[src/rtl/nco_ctrl_pkg.sv]
// Shared constants, FSM state and config register layout for the NCO command controller.
package nco_ctrl_pkg;

   localparam logic [7:0] SYNC_BYTE = 8'hA5;
   localparam logic [7:0] ACK_BYTE  = 8'h06;
   localparam logic [7:0] NAK_BYTE  = 8'h15;

   localparam logic [7:0] CMD_ICW      = 8'h01;
   localparam logic [7:0] CMD_QCW      = 8'h02;
   localparam logic [7:0] CMD_IPCW     = 8'h03;
   localparam logic [7:0] CMD_QPCW     = 8'h04;
   localparam logic [7:0] CMD_RFEN     = 8'h05;
   localparam logic [7:0] CMD_DEFAULTS = 8'h0F;

   typedef enum logic [2:0] {
      ST_IDLE,
      ST_CMD,
      ST_DHI,
      ST_DLO,
      ST_CSUM
   } state_t;

   typedef struct packed {
      logic [15:0] i_cw;
      logic [15:0] q_cw;
      logic [15:0] i_pcw;
      logic [15:0] q_pcw;
      logic        rf_en;
   } cfg_t;

   function automatic logic cmd_valid(input logic [7:0] c);
      case (c)
         CMD_ICW, CMD_QCW, CMD_IPCW, CMD_QPCW, CMD_RFEN, CMD_DEFAULTS: cmd_valid = 1'b1;
         default:                                                      cmd_valid = 1'b0;
      endcase
   endfunction

endpackage

[src/rtl/frame_timer.sv]
// Inter-byte timeout counter; holds at its terminal count once expired.
module frame_timer #(
   parameter int TIMEOUT_CYC = 40000
) (
   input  logic clk,
   input  logic rst,
   input  logic clr,
   input  logic en,
   output logic expired
);

   localparam int W = (TIMEOUT_CYC > 1) ? $clog2(TIMEOUT_CYC) : 1;

   logic [W-1:0] cnt;

   always_ff @(posedge clk) begin
      if (rst || clr)
         cnt <= '0;
      else if (en && !expired)
         cnt <= cnt + 1'b1;
   end

   assign expired = en && (cnt == W'(TIMEOUT_CYC - 1));

endmodule

[src/rtl/nco_cmd_ctrl.sv]
// Parses 5-byte UART command frames, updates the NCO config registers and queues ACK/NAK.
module nco_cmd_ctrl
   import nco_ctrl_pkg::*;
#(
   parameter int          TIMEOUT_CYC = 40000,
   parameter logic [15:0] I_CW_RST    = 16'h4000,
   parameter logic [15:0] Q_CW_RST    = 16'h0800
) (
   input  logic        clk,
   input  logic        rst,
   input  logic [7:0]  rx_dat,
   input  logic        rx_stb,
   input  logic        rx_err,
   input  logic        tx_busy,
   output logic [15:0] i_cw,
   output logic [15:0] q_cw,
   output logic [15:0] i_pcw,
   output logic [15:0] q_pcw,
   output logic        rf_en,
   output logic        cfg_stb,
   output logic        frame_ok,
   output logic        frame_err,
   output logic [7:0]  tx_dat,
   output logic        tx_stb
);

   localparam cfg_t CFG_RST = '{i_cw: I_CW_RST, q_cw: Q_CW_RST, i_pcw: 16'h0, q_pcw: 16'h0, rf_en: 1'b0};

   state_t     state_q, state_d;
   cfg_t       cfg_q;
   logic [7:0] cmd_q, dhi_q, dlo_q;
   logic       ack_pend;
   logic [7:0] ack_byte;

   logic tm_expired;
   logic byte_ok, abort;
   logic frm_good, frm_bad;
   logic lat_cmd, lat_dhi, lat_dlo;

   // rx_err beats a coincident byte; a coincident byte beats the timeout.
   assign byte_ok = rx_stb && !rx_err;
   assign abort   = (state_q != ST_IDLE) && (rx_err || (tm_expired && !rx_stb));

   frame_timer #(.TIMEOUT_CYC(TIMEOUT_CYC)) u_timer (
      .clk     (clk),
      .rst     (rst),
      .clr     (rx_stb || (state_q == ST_IDLE)),
      .en      (state_q != ST_IDLE),
      .expired (tm_expired)
   );

   always_ff @(posedge clk) begin
      if (rst) state_q <= ST_IDLE;
      else     state_q <= state_d;
   end

   always_comb begin
      state_d = state_q;
      if (abort)
         state_d = ST_IDLE;
      else if (byte_ok) begin
         case (state_q)
            ST_IDLE: if (rx_dat == SYNC_BYTE) state_d = ST_CMD;
            ST_CMD:  state_d = ST_DHI;
            ST_DHI:  state_d = ST_DLO;
            ST_DLO:  state_d = ST_CSUM;
            ST_CSUM: state_d = ST_IDLE;
            default: state_d = ST_IDLE;
         endcase
      end
   end

   always_comb begin
      lat_cmd  = 1'b0;
      lat_dhi  = 1'b0;
      lat_dlo  = 1'b0;
      frm_good = 1'b0;
      frm_bad  = abort;
      if (!abort && byte_ok) begin
         case (state_q)
            ST_CMD:  lat_cmd = 1'b1;
            ST_DHI:  lat_dhi = 1'b1;
            ST_DLO:  lat_dlo = 1'b1;
            ST_CSUM: begin
               if ((rx_dat == (cmd_q ^ dhi_q ^ dlo_q)) && cmd_valid(cmd_q))
                  frm_good = 1'b1;
               else
                  frm_bad = 1'b1;
            end
            default: ;
         endcase
      end
   end

   always_ff @(posedge clk) begin
      if (rst) begin
         cmd_q <= 8'h0;
         dhi_q <= 8'h0;
         dlo_q <= 8'h0;
      end else begin
         if (lat_cmd) cmd_q <= rx_dat;
         if (lat_dhi) dhi_q <= rx_dat;
         if (lat_dlo) dlo_q <= rx_dat;
      end
   end

   always_ff @(posedge clk) begin
      if (rst) begin
         cfg_q     <= CFG_RST;
         cfg_stb   <= 1'b0;
         frame_ok  <= 1'b0;
         frame_err <= 1'b0;
      end else begin
         cfg_stb   <= frm_good;
         frame_ok  <= frm_good;
         frame_err <= frm_bad;
         if (frm_good) begin
            case (cmd_q)
               CMD_ICW:      cfg_q.i_cw  <= {dhi_q, dlo_q};
               CMD_QCW:      cfg_q.q_cw  <= {dhi_q, dlo_q};
               CMD_IPCW:     cfg_q.i_pcw <= {dhi_q, dlo_q};
               CMD_QPCW:     cfg_q.q_pcw <= {dhi_q, dlo_q};
               CMD_RFEN:     cfg_q.rf_en <= dlo_q[0];
               CMD_DEFAULTS: cfg_q       <= CFG_RST;
               default:      ;
            endcase
         end
      end
   end

   // One-deep response slot: a newer response overwrites one still waiting on the UART.
   always_ff @(posedge clk) begin
      if (rst) begin
         ack_pend <= 1'b0;
         ack_byte <= 8'h0;
         tx_stb   <= 1'b0;
         tx_dat   <= 8'h0;
      end else begin
         tx_stb <= 1'b0;
         if (ack_pend && !tx_busy) begin
            tx_stb   <= 1'b1;
            tx_dat   <= ack_byte;
            ack_pend <= 1'b0;
         end
         if (frm_good || frm_bad) begin
            ack_pend <= 1'b1;
            ack_byte <= frm_good ? ACK_BYTE : NAK_BYTE;
         end
      end
   end

   assign i_cw  = cfg_q.i_cw;
   assign q_cw  = cfg_q.q_cw;
   assign i_pcw = cfg_q.i_pcw;
   assign q_pcw = cfg_q.q_pcw;
   assign rf_en = cfg_q.rf_en;

endmodule

[config.mk]
export PLATFORM = sky130hd
export DESIGN_NAME = nco_cmd_ctrl
export DESIGN_NICKNAME = d
export VERILOG_FILES = /design/src/rtl/nco_ctrl_pkg.sv /design/src/rtl/frame_timer.sv /design/src/rtl/nco_cmd_ctrl.sv
export SDC_FILE = /design/constraint.sdc
export NUM_CORES = 1
export LEC_CHECK = 0
export CORE_AREA = 2 2 103 105
export DETAILED_ROUTE_END_ITERATION = 12
export DIE_AREA = 0 0 105 107
export HOLD_SLACK_MARGIN = 0.12
export PLACE_DENSITY = 0.79
export SETUP_SLACK_MARGIN = 0.5
export SKIP_CTS_REPAIR_TIMING = 1
export SLEW_MARGIN = 20
export SYNTH_ARGS = -nofsm -noshare
export SYNTH_HDL_FRONTEND = slang
export SYNTH_SLANG_ARGS = --single-unit
[constraint.sdc]
create_clock -name clk -period 2.55 [get_ports clk]
set_input_delay 0.765 -clock clk [delete_from_list [all_inputs] [get_ports clk]]
set_output_delay 0.765 -clock clk [all_outputs]
set_load 0.005 [all_outputs]
==> impl_results.md <==
- Switching power total: ~0.9 mW
- Core Box Area: 10100 um2
- Global-route wire length before repair: about 20 mm
- Gr usage total: 0.225
- Avg Inst Size Synth: 9.90 um2
- Final Max Slew Viols: 0
- Congestion Overflow GR: 0
- Initial Util: 0.523
- Setup CP Type: in2reg
- EDFF count, synth: 0
- Sw Share: 0.218
- Clock share of power: 0.523
- CTS H-Tree Depth: 4
- GPL Wtd Cong: 0.901
- Area Growth Syn to Fin: 39.1%
- PwrDens: 566 nW/um2
- Final Hold Vio Count: 0
- CTS Buf Count: 17
- Sequential area share after synthesis: 0.448
- FF/Latch Area: 2390 um2
- Util after Layout: 0.728
- Multi-input logic area: 2790 um2
- Peak supply drop: 0.516 mV
- Pin count of the biggest net entering global routing: 65
- Proportion of layout cells with a drive suffix above 1: 0.163
- Gate Count Post-Synth: 533
- Initial DRC count: 324
- Filler cell count: 700
- WP data required: roughly 3 ns
- Initial antenna violation count: 0
- Ranking of synthesized cells by area: dfxtp_1, mux2i_1, nand2b_1, xnor2_1, nor2_1
- Most frequent cells in the layout: dfxtp_1, mux2i_1, dlymetal6s2s_1
- Via count: 4176
- Area share of the largest cell type after synthesis: 0.448
- Sequential group share of total power: 0.443
- Worst reg-to-reg path cell count: 8
- Max cap viols: 0
- Crit-path max FO: 8
- CTS Buffer Depth: 2
- Clock sinks: 118
- Root buf cell: clkbuf_8
- Static Leakage: roughly 4.5 nW
- Total Wirelength: 13.2 mm
- Final setup fails: 0
- Vias in the first global route: about 4100
- Fin crit period: 2.02 ns
- Outcome: completed
- Worst slew margin: 0.626
- Internal power: 3.25 mW
- Top FF cell, synth: dfxtp_1
- Hpwl dp: ~8.5 mm
- Pre-antenna DRT Iters: 4
- Synthesis warning total: 0
- Worst clock skew: between 0.008 and 0.009 ns
- Crit start category: primary input
- Ys async rst share: 0
- Mapped Area: 5280 um2
- RSZ-0062 raised after global routing: yes
- Residual DRC: 0
- FF+latch count, synth: 118
- Setup TNS: 0 ns
- CTS tree: yes
- Row count: 37
- N_diodes: 0
- Worst-margin pin slew: 0.560 ns
- Combinational power share: 0.033
- Die X: 105 um
- Crit path DAT: around 2.5 ns
- Die area: 11200 um2
- Via density: 5.28
- Hold depth: 2
- Fmax: 0.494 GHz
- Commonest non-fill, non-tap cell in the layout: dfxtp_1
- Worst skew pair latency: between 0.5 and 0.6 ns
- Yosys top cell by area: dfxtp_1
- Fin crit share: 0.794
- Worst hold path class: reg2reg
- CP Capture Type: flip-flop
- Port bufs: 85
- Detail Route Antenna Nets: 0
- Synth unique cells: 46
- Fin nets: 656
- IO Pins: 90
- Clock-pin slew on the worst setup and hold paths: 0.06 ns
- Chip height: between 100 and 150 um
- Drt wl/cell: 16.7 um
-- registers in the layout, summed over array words and instances, names as in the netlist, 8 cells and up --
name / cells
cmd_q: 8
dhi_q: 8
dlo_q: 8
i_cw: 16
i_pcw: 16
q_cw: 16
q_pcw: 16
u_timer.cnt: 16
-- worst max-delay path, cell delays in order --
cell and delay, ns:
dlymetal6s2s_1 0.16, xnor2_1 0.18, xnor2_1 0.13, buf_4 0.16
nor4_4 0.30, buf_6 0.19, nand4_4 0.15, buf_12 0.19
mux2i_2 0.21
-- cell type report --
class | instances | share of cell area
Multi-Input combinational cell | 377 | 0.380
Sequential cell | 118 | 0.325
Timing Repair Buffer | 123 | 0.194
Clock buffer | 20 | 0.0607
Tap cell | 136 | 0.0232
Clock inverter | 12 | 0.0143
Inverter | 5 | 0.00256
-- final timing paths --
check                           startpoint        end  slack, ns
worst max register to register    dhi_q[1]   i_cw[11]       0.57
worst min-delay path             q_pcw[14]  q_pcw[14]       0.47
worst min register to register   q_pcw[14]  q_pcw[14]       0.47
worst max-delay path             rx_dat[1]   i_cw[11]       0.53
-- kinds of logic after synthesis --
group,count (synthesis),synth area share
multiplexers,93,0.176
buffers and inverters,41,0.0396
AO/OA/AOI/OAI,39,0.0465
flip-flops,118,0.448
adder cells (fa/ha/maj),1,0.00237
AND/OR/NAND/NOR,206,0.230
XOR/XNOR,34,0.0564
other,1,0.000711
-- power by group through the flow --
stage / Clock (mW) / Combinational (mW) / Sequential, mW
floorplan: 0 / 0.0705 / 1.88
global placement: 0 / 0.127 / 1.88
detailed placement: 0 / 0.128 / 1.89
CTS: 2.19 / 0.129 / 1.85
global route: 2.28 / 0.147 / 1.84
finish: 2.18 / 0.138 / 1.84
-- through the flow --
stage	cell area, um2	power (mW)	worst slack [ns]	cells	hold WS, ns
5_1_grt	7340	4.27	0.453	791	0.492
3_5_place_dp	6440	2.01	-0.117	753	0.460
2_1_floorplan	5300	1.96	0.277	536	0.425
3_3_place_gp	6440	2.01	-0.0779	753	0.436
4_1_cts	6990	4.16	0.362	785	0.475
6_report	7340	4.16	0.525	791	0.471
-- routing by layer --
layer,share of wire,routed length [um],global-route usage
met4,0.024,318,0.0914
met5,0,0,0
met3,0.037,487,0.0492
met2,0.51,6760,0.390
met1,0.43,5680,0.270
-- synth_stat cells (3+ instances only) --
library cell	number
nor3_1	5
mux2i_1	93
nor2_1	46
dfxtp_1	118
xor2_1	13
a21oi_1	10
or3_1	8
o21ai_0	11
xnor2_1	21
nand3_1	10
buf_6	4
inv_1	5
nand2b_1	63
nor4b_1	5
o211ai_1	3
nor4_1	5
nand4_1	6
and3b_1	3
nand2_1	27
clkbuf_1	21
nand4_4	4
buf_4	6
and2_1	3
nor2b_1	5
buf_1	3
and3_1	5
No activity file was read; power rests on OpenSTA's default activity.
